## src/rtl/jh_adda_pkg.sv

```systemverilog
// Shared types and default widths for the ADDA burst sequencer and its helpers.
// Widths match the ADDA gain input and the registered ADC sample bus.
package jh_adda_pkg;

   localparam int GAIN_W   = 6;
   localparam int ADC_W    = 14;
   localparam int CNT_W    = 24;
   localparam int GAIN_MAX = 63;
   localparam int ADC_MID  = 8192;

   typedef enum logic [2:0] {
      IDLE,
      RAMP_UP,
      HOLD,
      RAMP_DOWN,
      GAP
   } seq_state_t;

endpackage

```

## src/rtl/jh_dac_burst_seq_if.sv

```systemverilog
// Control/config/ADDA bundle between the controller and the burst sequencer.
// master = controller side (drives start/abort/config/ADC sample), slave = sequencer.
interface jh_dac_burst_seq_if #(
   parameter int GAIN_W = jh_adda_pkg::GAIN_W,
   parameter int CNT_W  = jh_adda_pkg::CNT_W,
   parameter int ADC_W  = jh_adda_pkg::ADC_W
);
   logic              start;
   logic              abort;
   logic [GAIN_W-1:0] target_gain;
   logic [CNT_W-1:0]  hold_cycles;
   logic [CNT_W-1:0]  gap_cycles;
   logic [7:0]        burst_count;
   logic [ADC_W-1:0]  ADC_in;
   logic              DAC_rst;
   logic [GAIN_W-1:0] gain;
   logic              busy;
   logic              done;
   logic [7:0]        bursts_done;
   logic [ADC_W-1:0]  adc_p2p;
   logic              adc_p2p_valid;

   modport master (
      output start, abort, target_gain, hold_cycles, gap_cycles, burst_count, ADC_in,
      input  DAC_rst, gain, busy, done, bursts_done, adc_p2p, adc_p2p_valid
   );

   modport slave (
      input  start, abort, target_gain, hold_cycles, gap_cycles, burst_count, ADC_in,
      output DAC_rst, gain, busy, done, bursts_done, adc_p2p, adc_p2p_valid
   );
endinterface

```

## src/rtl/jh_adc_p2p.sv

```systemverilog
// Min/max tracker over a sample window; clr restarts the window from the current sample.
// lat publishes max-min (including the current sample) and pulses p2p_valid one cycle later.
module jh_adc_p2p #(
   parameter int ADC_W = jh_adda_pkg::ADC_W
)(
   input  logic             CLOCK_50,
   input  logic             RESET_N,
   input  logic             clr,
   input  logic             en,
   input  logic             lat,
   input  logic [ADC_W-1:0] sample,
   output logic [ADC_W-1:0] p2p,
   output logic             p2p_valid
);
   logic [ADC_W-1:0] min_q, max_q, cur_min, cur_max;

   assign cur_min = (clr || (sample < min_q)) ? sample : min_q;
   assign cur_max = (clr || (sample > max_q)) ? sample : max_q;

   always_ff @(posedge CLOCK_50 or negedge RESET_N) begin
      if (!RESET_N) begin
         min_q     <= '0;
         max_q     <= '0;
         p2p       <= '0;
         p2p_valid <= 1'b0;
      end else begin
         if (en) begin
            min_q <= cur_min;
            max_q <= cur_max;
         end
         p2p_valid <= lat;
         if (lat) p2p <= cur_max - cur_min;
      end
   end
endmodule

```

## src/rtl/jh_dac_burst_seq.sv

```systemverilog
// Tone-burst sequencer for the ADDA sine datapath: gain ramp-up, hold, ramp-down, gap, repeated.
// Define JH_SEQ_SOFT_RAMP_EN for stepped ramps (one gain step every STEP_DIV cycles); otherwise ramps take one cycle.
module jh_dac_burst_seq
   import jh_adda_pkg::*;
#(
   parameter int GAIN_W   = jh_adda_pkg::GAIN_W,
   parameter int STEP_DIV = 50,
   parameter int CNT_W    = jh_adda_pkg::CNT_W,
   parameter int ADC_W    = jh_adda_pkg::ADC_W
)(
   input logic               CLOCK_50,
   input logic               RESET_N,
   jh_dac_burst_seq_if.slave bus
);
   localparam int PW = (STEP_DIV > 1) ? $clog2(STEP_DIV) : 1;

   seq_state_t        state, state_nxt;
   logic [GAIN_W-1:0] gain_q, gain_nxt, tgt_q, gain_up, gain_dn;
   logic [CNT_W-1:0]  hold_q, gap_q, cnt_q, cnt_nxt;
   logic [7:0]        nb_q, bd_q, bd_nxt, bd_inc;
   logic [PW-1:0]     presc_q, presc_nxt;
   logic              abort_pend_q, abort_pend_nxt, done_q, done_nxt, cfg_ld;
   logic              step_tick, hold_end, last_burst, ramp_fin;
   logic              trk_clr, trk_en, trk_lat;

`ifdef JH_SEQ_SOFT_RAMP_EN
   assign step_tick = (presc_q == PW'(STEP_DIV - 1));
   assign gain_up   = gain_q + GAIN_W'(1);
   assign gain_dn   = gain_q - GAIN_W'(1);
`else
   assign step_tick = 1'b1;
   assign gain_up   = tgt_q;
   assign gain_dn   = '0;
`endif

   // hold_cycles==0 behaves as a one-cycle hold
   assign hold_end   = (hold_q == '0) || (cnt_q == hold_q - CNT_W'(1));
   assign bd_inc     = (bd_q == 8'hFF) ? bd_q : bd_q + 8'd1;
   assign last_burst = (nb_q != 8'd0) && (({1'b0, bd_q} + 9'd1) == {1'b0, nb_q});
   assign ramp_fin   = (gain_q == '0) || (step_tick && (gain_dn == '0));

   always_comb begin
      state_nxt      = state;
      gain_nxt       = gain_q;
      cnt_nxt        = '0;
      presc_nxt      = '0;
      bd_nxt         = bd_q;
      abort_pend_nxt = abort_pend_q;
      done_nxt       = 1'b0;
      cfg_ld         = 1'b0;
      trk_clr        = 1'b0;
      trk_en         = 1'b0;
      trk_lat        = 1'b0;
      case (state)
         IDLE: begin
            gain_nxt       = '0;
            abort_pend_nxt = 1'b0;
            if (bus.start && !bus.abort) begin
               cfg_ld = 1'b1;
               bd_nxt = 8'd0;
               if (bus.target_gain == '0) done_nxt  = 1'b1;
               else                       state_nxt = RAMP_UP;
            end
         end
         RAMP_UP: begin
            if (bus.abort) begin
               abort_pend_nxt = 1'b1;
               state_nxt      = RAMP_DOWN;
            end else if (step_tick) begin
               gain_nxt = gain_up;
               if (gain_up == tgt_q) state_nxt = HOLD;
            end else begin
               presc_nxt = presc_q + PW'(1);
            end
         end
         HOLD: begin
            trk_en  = 1'b1;
            trk_clr = (cnt_q == '0);
            if (bus.abort) begin
               abort_pend_nxt = 1'b1;
               state_nxt      = RAMP_DOWN;
            end else if (hold_end) begin
               trk_lat   = 1'b1;
               state_nxt = RAMP_DOWN;
            end else begin
               cnt_nxt = cnt_q + CNT_W'(1);
            end
         end
         RAMP_DOWN: begin
            if (bus.abort) abort_pend_nxt = 1'b1;
            if (ramp_fin) begin
               gain_nxt = '0;
               bd_nxt   = bd_inc;
               if (last_burst || bus.abort || abort_pend_q) begin
                  state_nxt = IDLE;
                  done_nxt  = 1'b1;
               end else if (gap_q == '0) begin
                  state_nxt = RAMP_UP;
               end else begin
                  state_nxt = GAP;
               end
            end else if (step_tick) begin
               gain_nxt = gain_dn;
            end else begin
               presc_nxt = presc_q + PW'(1);
            end
         end
         GAP: begin
            if (bus.abort) begin
               state_nxt = IDLE;
               done_nxt  = 1'b1;
            end else if (cnt_q == gap_q - CNT_W'(1)) begin
               state_nxt = RAMP_UP;
            end else begin
               cnt_nxt = cnt_q + CNT_W'(1);
            end
         end
         default: state_nxt = IDLE;
      endcase
   end

   always_ff @(posedge CLOCK_50 or negedge RESET_N) begin
      if (!RESET_N) begin
         state        <= IDLE;
         gain_q       <= '0;
         cnt_q        <= '0;
         presc_q      <= '0;
         bd_q         <= 8'd0;
         abort_pend_q <= 1'b0;
         done_q       <= 1'b0;
         tgt_q        <= '0;
         hold_q       <= '0;
         gap_q        <= '0;
         nb_q         <= 8'd0;
      end else begin
         state        <= state_nxt;
         gain_q       <= gain_nxt;
         cnt_q        <= cnt_nxt;
         presc_q      <= presc_nxt;
         bd_q         <= bd_nxt;
         abort_pend_q <= abort_pend_nxt;
         done_q       <= done_nxt;
         if (cfg_ld) begin
            tgt_q  <= bus.target_gain;
            hold_q <= bus.hold_cycles;
            gap_q  <= bus.gap_cycles;
            nb_q   <= bus.burst_count;
         end
      end
   end

   jh_adc_p2p #(.ADC_W(ADC_W)) u_p2p (
      .CLOCK_50  (CLOCK_50),
      .RESET_N   (RESET_N),
      .clr       (trk_clr),
      .en        (trk_en),
      .lat       (trk_lat),
      .sample    (bus.ADC_in),
      .p2p       (bus.adc_p2p),
      .p2p_valid (bus.adc_p2p_valid)
   );

   // DAC_rst follows the state register so an async reset reasserts it at once
   assign bus.DAC_rst     = (state == IDLE);
   assign bus.busy        = (state != IDLE);
   assign bus.gain        = gain_q;
   assign bus.done        = done_q;
   assign bus.bursts_done = bd_q;
endmodule
```

## src/flat_wrapper.sv

```systemverilog
// flat-port wrapper written by rule: the top's interface ports become plain ports
module jh_dac_burst_seq_flat import jh_adda_pkg::*;
#(
   parameter int GAIN_W   = jh_adda_pkg::GAIN_W,
   parameter int STEP_DIV = 50,
   parameter int CNT_W    = jh_adda_pkg::CNT_W,
   parameter int ADC_W    = jh_adda_pkg::ADC_W
)
  (CLOCK_50, RESET_N, bus_start, bus_abort, bus_target_gain, bus_hold_cycles, bus_gap_cycles, bus_burst_count, bus_ADC_in, bus_DAC_rst, bus_gain, bus_busy, bus_done, bus_bursts_done, bus_adc_p2p, bus_adc_p2p_valid);
  jh_dac_burst_seq_if #(.GAIN_W(GAIN_W), .CNT_W(CNT_W), .ADC_W(ADC_W)) bus_i ();
  input logic CLOCK_50;
  input logic RESET_N;
  input wire logic [$bits(bus_i.start)-1:0] bus_start;
  input wire logic [$bits(bus_i.abort)-1:0] bus_abort;
  input wire logic [$bits(bus_i.target_gain)-1:0] bus_target_gain;
  input wire logic [$bits(bus_i.hold_cycles)-1:0] bus_hold_cycles;
  input wire logic [$bits(bus_i.gap_cycles)-1:0] bus_gap_cycles;
  input wire logic [$bits(bus_i.burst_count)-1:0] bus_burst_count;
  input wire logic [$bits(bus_i.ADC_in)-1:0] bus_ADC_in;
  output wire logic [$bits(bus_i.DAC_rst)-1:0] bus_DAC_rst;
  output wire logic [$bits(bus_i.gain)-1:0] bus_gain;
  output wire logic [$bits(bus_i.busy)-1:0] bus_busy;
  output wire logic [$bits(bus_i.done)-1:0] bus_done;
  output wire logic [$bits(bus_i.bursts_done)-1:0] bus_bursts_done;
  output wire logic [$bits(bus_i.adc_p2p)-1:0] bus_adc_p2p;
  output wire logic [$bits(bus_i.adc_p2p_valid)-1:0] bus_adc_p2p_valid;
  assign bus_i.start = bus_start;
  assign bus_i.abort = bus_abort;
  assign bus_i.target_gain = bus_target_gain;
  assign bus_i.hold_cycles = bus_hold_cycles;
  assign bus_i.gap_cycles = bus_gap_cycles;
  assign bus_i.burst_count = bus_burst_count;
  assign bus_i.ADC_in = bus_ADC_in;
  assign bus_DAC_rst = bus_i.DAC_rst;
  assign bus_gain = bus_i.gain;
  assign bus_busy = bus_i.busy;
  assign bus_done = bus_i.done;
  assign bus_bursts_done = bus_i.bursts_done;
  assign bus_adc_p2p = bus_i.adc_p2p;
  assign bus_adc_p2p_valid = bus_i.adc_p2p_valid;
  jh_dac_burst_seq #(.GAIN_W(GAIN_W), .STEP_DIV(STEP_DIV), .CNT_W(CNT_W), .ADC_W(ADC_W)) u_core (.CLOCK_50(CLOCK_50), .RESET_N(RESET_N), .bus(bus_i));
endmodule
```

## config.mk

```make
export PLATFORM = sky130hd
export DESIGN_NAME = jh_dac_burst_seq_flat
export DESIGN_NICKNAME = d
export VERILOG_FILES = /design/src/rtl/jh_adda_pkg.sv /design/src/rtl/jh_dac_burst_seq_if.sv /design/src/rtl/jh_adc_p2p.sv /design/src/rtl/jh_dac_burst_seq.sv /design/src/flat_wrapper.sv
export SDC_FILE = /design/constraint.sdc
export NUM_CORES = 1
export LEC_CHECK = 0
export BUFFER_PORTS_ARGS = -buffer_cell sky130_fd_sc_hd__buf_2
export CAP_MARGIN = 20
export CORE_MARGIN = 8
export CORE_UTILIZATION = 45
export CTS_BUF_LIST = sky130_fd_sc_hd__clkbuf_8
export CTS_CLUSTER_SIZE = 24
export DETAILED_ROUTE_END_ITERATION = 8
export GPL_TIMING_DRIVEN = 0
export PLACE_DENSITY_LB_ADDON = 0.08
export SLEW_MARGIN = 25
export SYNTH_ARGS = -nofsm -noshare
export SYNTH_HDL_FRONTEND = slang
export SYNTH_SLANG_ARGS = --single-unit
```

## constraint.sdc

```tcl
create_clock -name CLOCK_50 -period 12.45 [get_ports CLOCK_50]
set_clock_uncertainty 0.1 [all_clocks]
set_input_delay 1.245 -clock CLOCK_50 [delete_from_list [all_inputs] [get_ports CLOCK_50]]
set_output_delay 1.245 -clock CLOCK_50 [all_outputs]
set_load 0.03 [all_outputs]
```

==> results of run 1 <==
-- cell usage in the layout (no fill, tap or decap), types with 6 or more instances in the layout --
| cell type | synthesis | final |
|---|---|---|
| a31oi_1 | 19 | 19 |
| nor2_1 | 82 | 82 |
| dfrtp_1 | 148 | 148 |
| mux2_2 | 66 | 66 |
| clkbuf_8 | 0 | 17 |
| nand2b_1 | 6 | 6 |
| buf_2 | 14 | 124 |
| o21a_1 | 7 | 7 |
| a21oi_1 | 48 | 48 |
| clkbuf_1 | 31 | 31 |
| xor2_1 | 39 | 39 |
| o21ai_0 | 77 | 77 |
| ha_1 | 42 | 42 |
| mux2i_1 | 10 | 10 |
| xnor2_1 | 70 | 70 |
| nor4_1 | 19 | 19 |
| buf_4 | 6 | 6 |
| nand2_1 | 123 | 123 |
| nand3_1 | 30 | 30 |
| buf_6 | 6 | 6 |
| or4_1 | 7 | 7 |
| nor3_1 | 32 | 32 |
| nor2b_1 | 10 | 10 |
| a311oi_1 | 9 | 9 |
| a211oi_1 | 12 | 12 |
| or3_1 | 10 | 10 |
| a22oi_1 | 8 | 8 |
| and3_1 | 16 | 16 |
| inv_1 | 49 | 50 |
| nand4_1 | 12 | 12 |
-- power by group through the flow --
stage	combinational [mW]	clock, mW	sequential [mW]
after floorplan	1.30	0	0.823
after global placement	1.69	0	0.843
after detailed placement	1.71	0	0.847
after CTS	1.72	0.397	0.837
after global routing	1.92	0.417	0.867
final	1.71	0.387	0.837
-- cells by family after synthesis --
logic type               after synthesis
XOR/XNOR                             109
AND/OR/NAND/NOR                      391
AO/OA/AOI/OAI                        245
flip-flops                           148
adder cells (fa/ha/maj)               43
multiplexers                          76
buffers and inverters                107
-- cell type report --
| type | count | share of cell area (%) |
|---|---|---|
| Multi-Input combinational cell | 864 | 51.9 |
| Inverter | 49 | 1.60 |
| Timing Repair Buffer | 112 | 5.15 |
| Sequential cell | 148 | 32.2 |
| Clock buffer | 17 | 2.03 |
| Clock inverter | 15 | 1.38 |
| Tap cell | 285 | 3.10 |
| Buffer | 58 | 2.63 |
-- routing by layer --
layer / vias up / global-route usage (%)
met2: 206 / 33.5
met1: 4100 / 25.4
met4: 0 / 6.58
li1: 4292 / -
met5: - / 0
met3: 28 / 3.61
-- through the flow --
stage	cells	worst slack (ns)	hold slack, ns	util [%]	power (mW)
2_1_floorplan	1119	7.06	0.350	-	2.13
5_1_grt	1548	6.07	0.400	51.3	3.20
4_1_cts	1548	6.40	0.381	51.3	2.95
3_5_place_dp	1516	5.90	0.359	49.5	2.56
3_3_place_gp	1515	5.96	0.356	49.4	2.53
6_report	1548	6.42	0.376	51.3	2.94
-- worst max-delay path: stages --
cell,delay (ns)
buf_2,0.15
ha_1,0.35
a21oi_1,0.16
a31oi_1,0.11
a2111oi_2,0.49
o21ai_0,0.23
nand2_1,0.30
clkbuf_1,0.47
clkbuf_1,0.41
a21oi_1,0.26
ha_1,0.34
a21o_1,0.18
and3_1,0.18
o22ai_1,0.15
a2bb2oi_1,0.15
a32oi_2,0.40
a211oi_1,0.15
or3_1,0.33
a31o_1,0.22
-- how the worst min path moves through the flow --
stage | startpoint | end | slack (ns) | cells past startpoint
after global routing | u_core.u_p2p.p2p[1] | u_core.u_p2p.p2p[1] | 0.40 | 2
final | u_core.u_p2p.p2p[4] | u_core.u_p2p.p2p[4] | 0.38 | 2
after CTS | u_core.u_p2p.p2p[1] | u_core.u_p2p.p2p[1] | 0.38 | 2
after detailed placement | u_core.u_p2p.p2p[1] | u_core.u_p2p.p2p[1] | 0.36 | 2
after floorplan | u_core.u_p2p.min_q[10] | u_core.u_p2p.min_q[10] | 0.35 | 2
after global placement | u_core.u_p2p.p2p[7] | u_core.u_p2p.p2p[7] | 0.36 | 2
-- registers in the layout, summed over array words and instances (netlist names), 6 cells and up, named ones only --
name / cells
u_core.bus.gain: 6
u_core.u_p2p.p2p: 14
u_core.bus.bursts_done: 8
u_core.u_p2p.max_q: 12
u_core.u_p2p.min_q: 14
u_core.hold_q: 24
u_core.nb_q: 8
u_core.gap_q: 24
u_core.gain_up: 6
u_core.cnt_q: 24
==> results.yml, run 1 <==
run_status:
  outcome: "complete, no violations"
setup_path:
  worstPathRequired_ns: 12.71
  crit_path_start_kind: "input pin"
  reg2reg_slack_ns: 6.72
  crit_arrival_ns: 6.29
  crit_start: "bus_ADC_in[9]"
  critPathMaxFanout: 10
  endpoint_kind: "flip-flop"
  path_class: "input pin to flip-flop"
  reg2regPathDepth: 20
  r2r_start: "u_core.u_p2p.min_q[8]"
  endpoint: "u_core.u_p2p.p2p[9]"
  timing.rr.end: "u_core.u_p2p.p2p[9]"
clock_network:
  ctsHoldBuffers: 0
  cts_root_buf: "clkbuf_8"
  clock_latency_ns: 0.47
  cts_tree: "yes"
  numCtsBuffers: 17
  cts_buffer_depth: 2
  cts_resized: 0
  postCtsSetupRepairBufs: 0
  cts.sinks: 148
  htree_levels: 4
  path_clk_slew_ns: 0.09
finish:
  multiInputGateArea_um2: 5980
  seq_area_um2: 3700
  n_fill_cell: 2174
  finalNetCount: 1373
  antenna_cells: 0
  layout-area-overhead-vs-synth_pct: 13.2
  finalInstanceArea_um2: 11500
  layout-drive-gt1-share_pct: 20.9
global_route:
  gr-total-overflow: 0
  grt_first_pass_wirelength_um: 45100
  track_usage_pct: 19.9
  grt_max_degree: 84
  antenna_found_initial: 0
  first_global_vias: 8509
drt:
  met2_length_um: 13100
  via_per_inst: 5.57
  remaining_drc_errors: 0
  post_drt_wl_per_cell_um: 17.4
  wirelength_um: 27000
  top_layer_used: "met4"
  vias: 8626
  wl_met3_um: 1100
  antenna_left: 0
  met1_length_um: 12300
  drtIter0Drc: 472
  drtPass1Iterations: 5
synth:
  syn_nets: 1242
  synth.distinct_cells: 87
  netlist.top_cell.by_area: "dfrtp_1"
  syn_area_per_cell_um2: 9.08
  synthSimpleGateAreaFrac_pct: 19.6
  async_flop_share_pct: 100
  synth_most_common_cell: "dfrtp_1"
  synth_enable_flop_cells: 0
  synth_fa_ha_area_share_pct: 5.37
  synth_common_cells: "dfrtp_1, nand2_1, nor2_1, o21ai_0, xnor2_1"
  synth_top_family_by_area: "simple AND/OR/NAND/NOR gates"
  synth_compound_area_share_pct: 16.1
  syn_inst: 1119
  ys.flop_type: "dfrtp_1"
  seq_area_frac_synth_pct: 36.4
  synth_warnings: 0
  synth_area_leaders: "dfrtp_1, mux2_2, xnor2_1"
  synth_area_um2: 10200
  synthXorXnorAreaFrac_pct: 9.39
  synth_seq_cells: 148
  synth_top_area_share_pct: 36.4
  muxShareOfSynthArea_pct: 8.30
power:
  p_sw_share_pct: 46.9
  p_comb_share_pct: 58.4
  power_frac_seq_pct: 28.5
  cellLeakagePower_nw: 4.95
  p_int_mw: 1.56
  powerDensity_nw_per_um2: 255
  max-vdd-ir-drop_v: 0.000101
  clkPwrFrac_pct: 13.2
  netSwitchingPower_mw: 1.38
placed_design:
  gp_congestion: 0.847
  post_dp_cell_area_um2: 11100
  portBuffers: 111
  dp_hpwl_um: 20800
timing:
  hold_viol_final: 0
  relSlewSlack_pct: 45.2
  worstMarginPinSlew_ns: 0.811
  slew_viol_final: 0
  max_freq_mhz: 166
  finalSetupTns_ns: 0
  report.final.setup_viol: 0
  rsz0062_at_grt: "no"
  post-route-min-period_ns: 6.03
  period_share_pct: 48.4
floorplanning:
  start_util_pct: 45.3
  die_x_um: 166
  coreArea_um2: 22400
  rows: 55
  io_pins: 112
  design.die.area_um2: 27700
  die_h_um: 166
run:
  cap_violations: 0
hold_path:
  hp-class: "flip-flop to flip-flop"
No activity file was read; power rests on OpenSTA's default activity.
==> inputs of run 2 (changes only) <==
ABC_AREA = 1   (was default)
clock period = 5.4 ns   (was 12.45 ns; I/O delays follow)
==> run 2 against run 1 <==
Worst setup slack got worse by 5.1 ns; global-route usage decreased by 0.16 points; routed wire length decreased by 1.0%; synthesized area increased by 0.59%; critical path depth increased by 4; hold slack got worse by 0.19 ns; cell area increased by 0.60%; critical path type is now flip-flop to flip-flop; largest cell class unchanged.
==> results.yml, run 2 <==
run_status:
  outcome: "complete, no violations"
finish:
  seq_area_um2: 3700
  finalInstanceArea_um2: 11600
  multiInputGateArea_um2: 5720
  layout-area-overhead-vs-synth_pct: 13.2
  n_fill_cell: 2219
  finalNetCount: 1526
  final_common_cell: "nand2_1"
  most-common-layout-cells: "nand2_1, dfrtp_1, inv_1"
  antenna_cells: 0
  layout-drive-gt1-share_pct: 23.1
  reg.largest.list: "u_core.cnt_q (24), u_core.gap_q (24), u_core.hold_q (24)"
  instances_no_fill: 1701
drt:
  wirelength_um: 26700
  post_drt_wl_per_cell_um: 15.7
  met1_length_um: 13600
  via_per_inst: 5.05
  drtIter0Drc: 532
  remaining_drc_errors: 0
  wl_met3_um: 1150
  drtPass1Iterations: 4
  antenna_left: 0
  vias: 8582
  top_layer_used: "met4"
  met2_length_um: 11600
timing:
  rsz0062_at_grt: "no"
  report.final.setup_viol: 0
  hold_viol_final: 0
  post-route-min-period_ns: 4.11
  slew_viol_final: 0
  finalSetupTns_ns: 0
  relSlewSlack_pct: 42.3
  period_share_pct: 76.1
  max_freq_mhz: 243
  worstMarginPinSlew_ns: 0.857
synth:
  synth.distinct_cells: 52
  syn_nets: 1394
  synth_seq_cells: 148
  ys.flop_type: "dfrtp_1"
  syn_area_per_cell_um2: 8.05
  synth_most_common_cell: "nand2_1"
  netlist.top_cell.by_area: "dfrtp_1"
  synth_top_area_share_pct: 36.2
  synth_warnings: 0
  synth_area_um2: 10200
  seq_area_frac_synth_pct: 36.2
  synth_common_cells: "nand2_1, dfrtp_1, inv_1, nor2_1, xor2_1"
  synth_enable_flop_cells: 0
  syn_inst: 1271
  synth_area_leaders: "dfrtp_1, nand2_1, xor2_1"
  async_flop_share_pct: 100
clock_network:
  numCtsBuffers: 17
  cts_buffer_depth: 2
  clock_latency_ns: 0.47
  cts_resized: 0
  postCtsSetupRepairBufs: 0
  path_clk_slew_ns: 0.11
  cts_tree: "yes"
  cts_root_buf: "clkbuf_8"
  ctsHoldBuffers: 1
  htree_levels: 4
  cts.sinks: 148
placed_design:
  gp_congestion: 0.912
  dp_cells: 1668
  portBuffers: 111
  dp_hpwl_um: 21100
  post_dp_cell_area_um2: 11200
global_route:
  first_global_vias: 8428
  grt_max_degree: 81
  grt_first_pass_wirelength_um: 44400
  track_usage_pct: 19.7
  gr-total-overflow: 0
  antenna_found_initial: 0
power:
  total_power_mw: 6.35
  max-vdd-ir-drop_v: 0.000225
  powerDensity_nw_per_um2: 548
  cellLeakagePower_nw: 5.67
setup_path:
  path_class: "flip-flop to flip-flop"
  crit_arrival_ns: 4.37
  worstPathRequired_ns: 5.66
  endpoint_kind: "flip-flop"
  crit_path_start_kind: "flip-flop"
  critPathMaxFanout: 10
floorplanning:
  rows: 55
  die_h_um: 167
  die_x_um: 167
  io_pins: 112
  design.die.area_um2: 27800
  coreArea_um2: 22500
  start_util_pct: 45.4
run:
  cap_violations: 0
hold_path:
  hp-class: "input pin to flip-flop"
-- run 2: layout make-up --
cell class,count,area share [%]
inverters,161,5.25
clock buffers,17,2.02
flip-flops and latches,148,32.0
repair buffers,113,5.21
plain buffers,31,1.65
multi-input cells,931,49.4
clock inverters,15,1.36
well taps,285,3.08
-- run 2: stage by stage --
step | hold WS [ns] | worst slack, ns | utilization, %
finish | 0.189 | 1.29 | 51.4
global route | 0.159 | 0.982 | 51.4
CTS | 0.158 | 1.32 | 51.4
detailed placement | 0.366 | 1.08 | 49.7
global placement | 0.361 | 1.14 | 49.5
floorplan | 0.144 | 2.03 | -
-- run 2: worst max-delay path: stages (launching register included) --
cell and delay [ns]:
dfrtp_1 0.38, inv_1 0.05, ha_1 0.28, nand2_1 0.07, nor2_1 0.20, nand2_1 0.09
nor2_1 0.10, nand2_1 0.06, nand2_1 0.07, nand2_2 0.11, nand2_2 0.15, buf_2 0.27
clkbuf_1 0.38, o21ai_0 0.37, fa_1 0.54, nand2_1 0.07, nand3b_1 0.11, nand2_2 0.09
nand2_1 0.07, nand2_1 0.07, nand2_1 0.10, nand3b_1 0.07, nand3_1 0.11, nand2_1 0.06
-- run 2: worst paths after layout --
check | from | to | cells after the start | slack, ns
max | u_core.u_p2p.max_q[13] | u_core.u_p2p.p2p[10] | 23 | 1.29
min | bus_burst_count[5] | u_core.nb_q[5] | 2 | 0.19
max reg2reg | u_core.u_p2p.max_q[13] | u_core.u_p2p.p2p[10] | 23 | 1.29
min reg2reg | u_core.u_p2p.p2p[10] | u_core.u_p2p.p2p[10] | 2 | 0.39
max in group asynchronous | RESET_N | u_core.state[0] | 3 | 3.86
min in group asynchronous | RESET_N | u_core.hold_q[6] | 2 | 0.56
-- run 2: cell families (layout without fill, tap and decap cells) --
family                   after synthesis  after routing  share of synthesized area [%]
adder cells (fa/ha/maj)               43             43                           5.33
multiplexers                          51             51                           5.62
flip-flops                           148            148                           36.2
buffers and inverters                192            337                           7.82
AO/OA/AOI/OAI                        126            126                           6.86
AND/OR/NAND/NOR                      594            594                           28.1
XOR/XNOR                             117            117                           10.1
-- run 2: per-layer routing --
| layer | track usage (%) | vias up |
|---|---|---|
| li1 | - | 4389 |
| met3 | 3.26 | 19 |
| met1 | 28.8 | 4005 |
| met2 | 29.8 | 169 |
| met4 | 5.17 | 0 |
| met5 | 0 | - |
-- run 2: where the power goes --
| group | switching (mW) | internal, mW |
|---|---|---|
| combinational | 2.27 | 1.33 |
| clock | 0.522 | 0.346 |
| sequential | 0.397 | 1.49 |
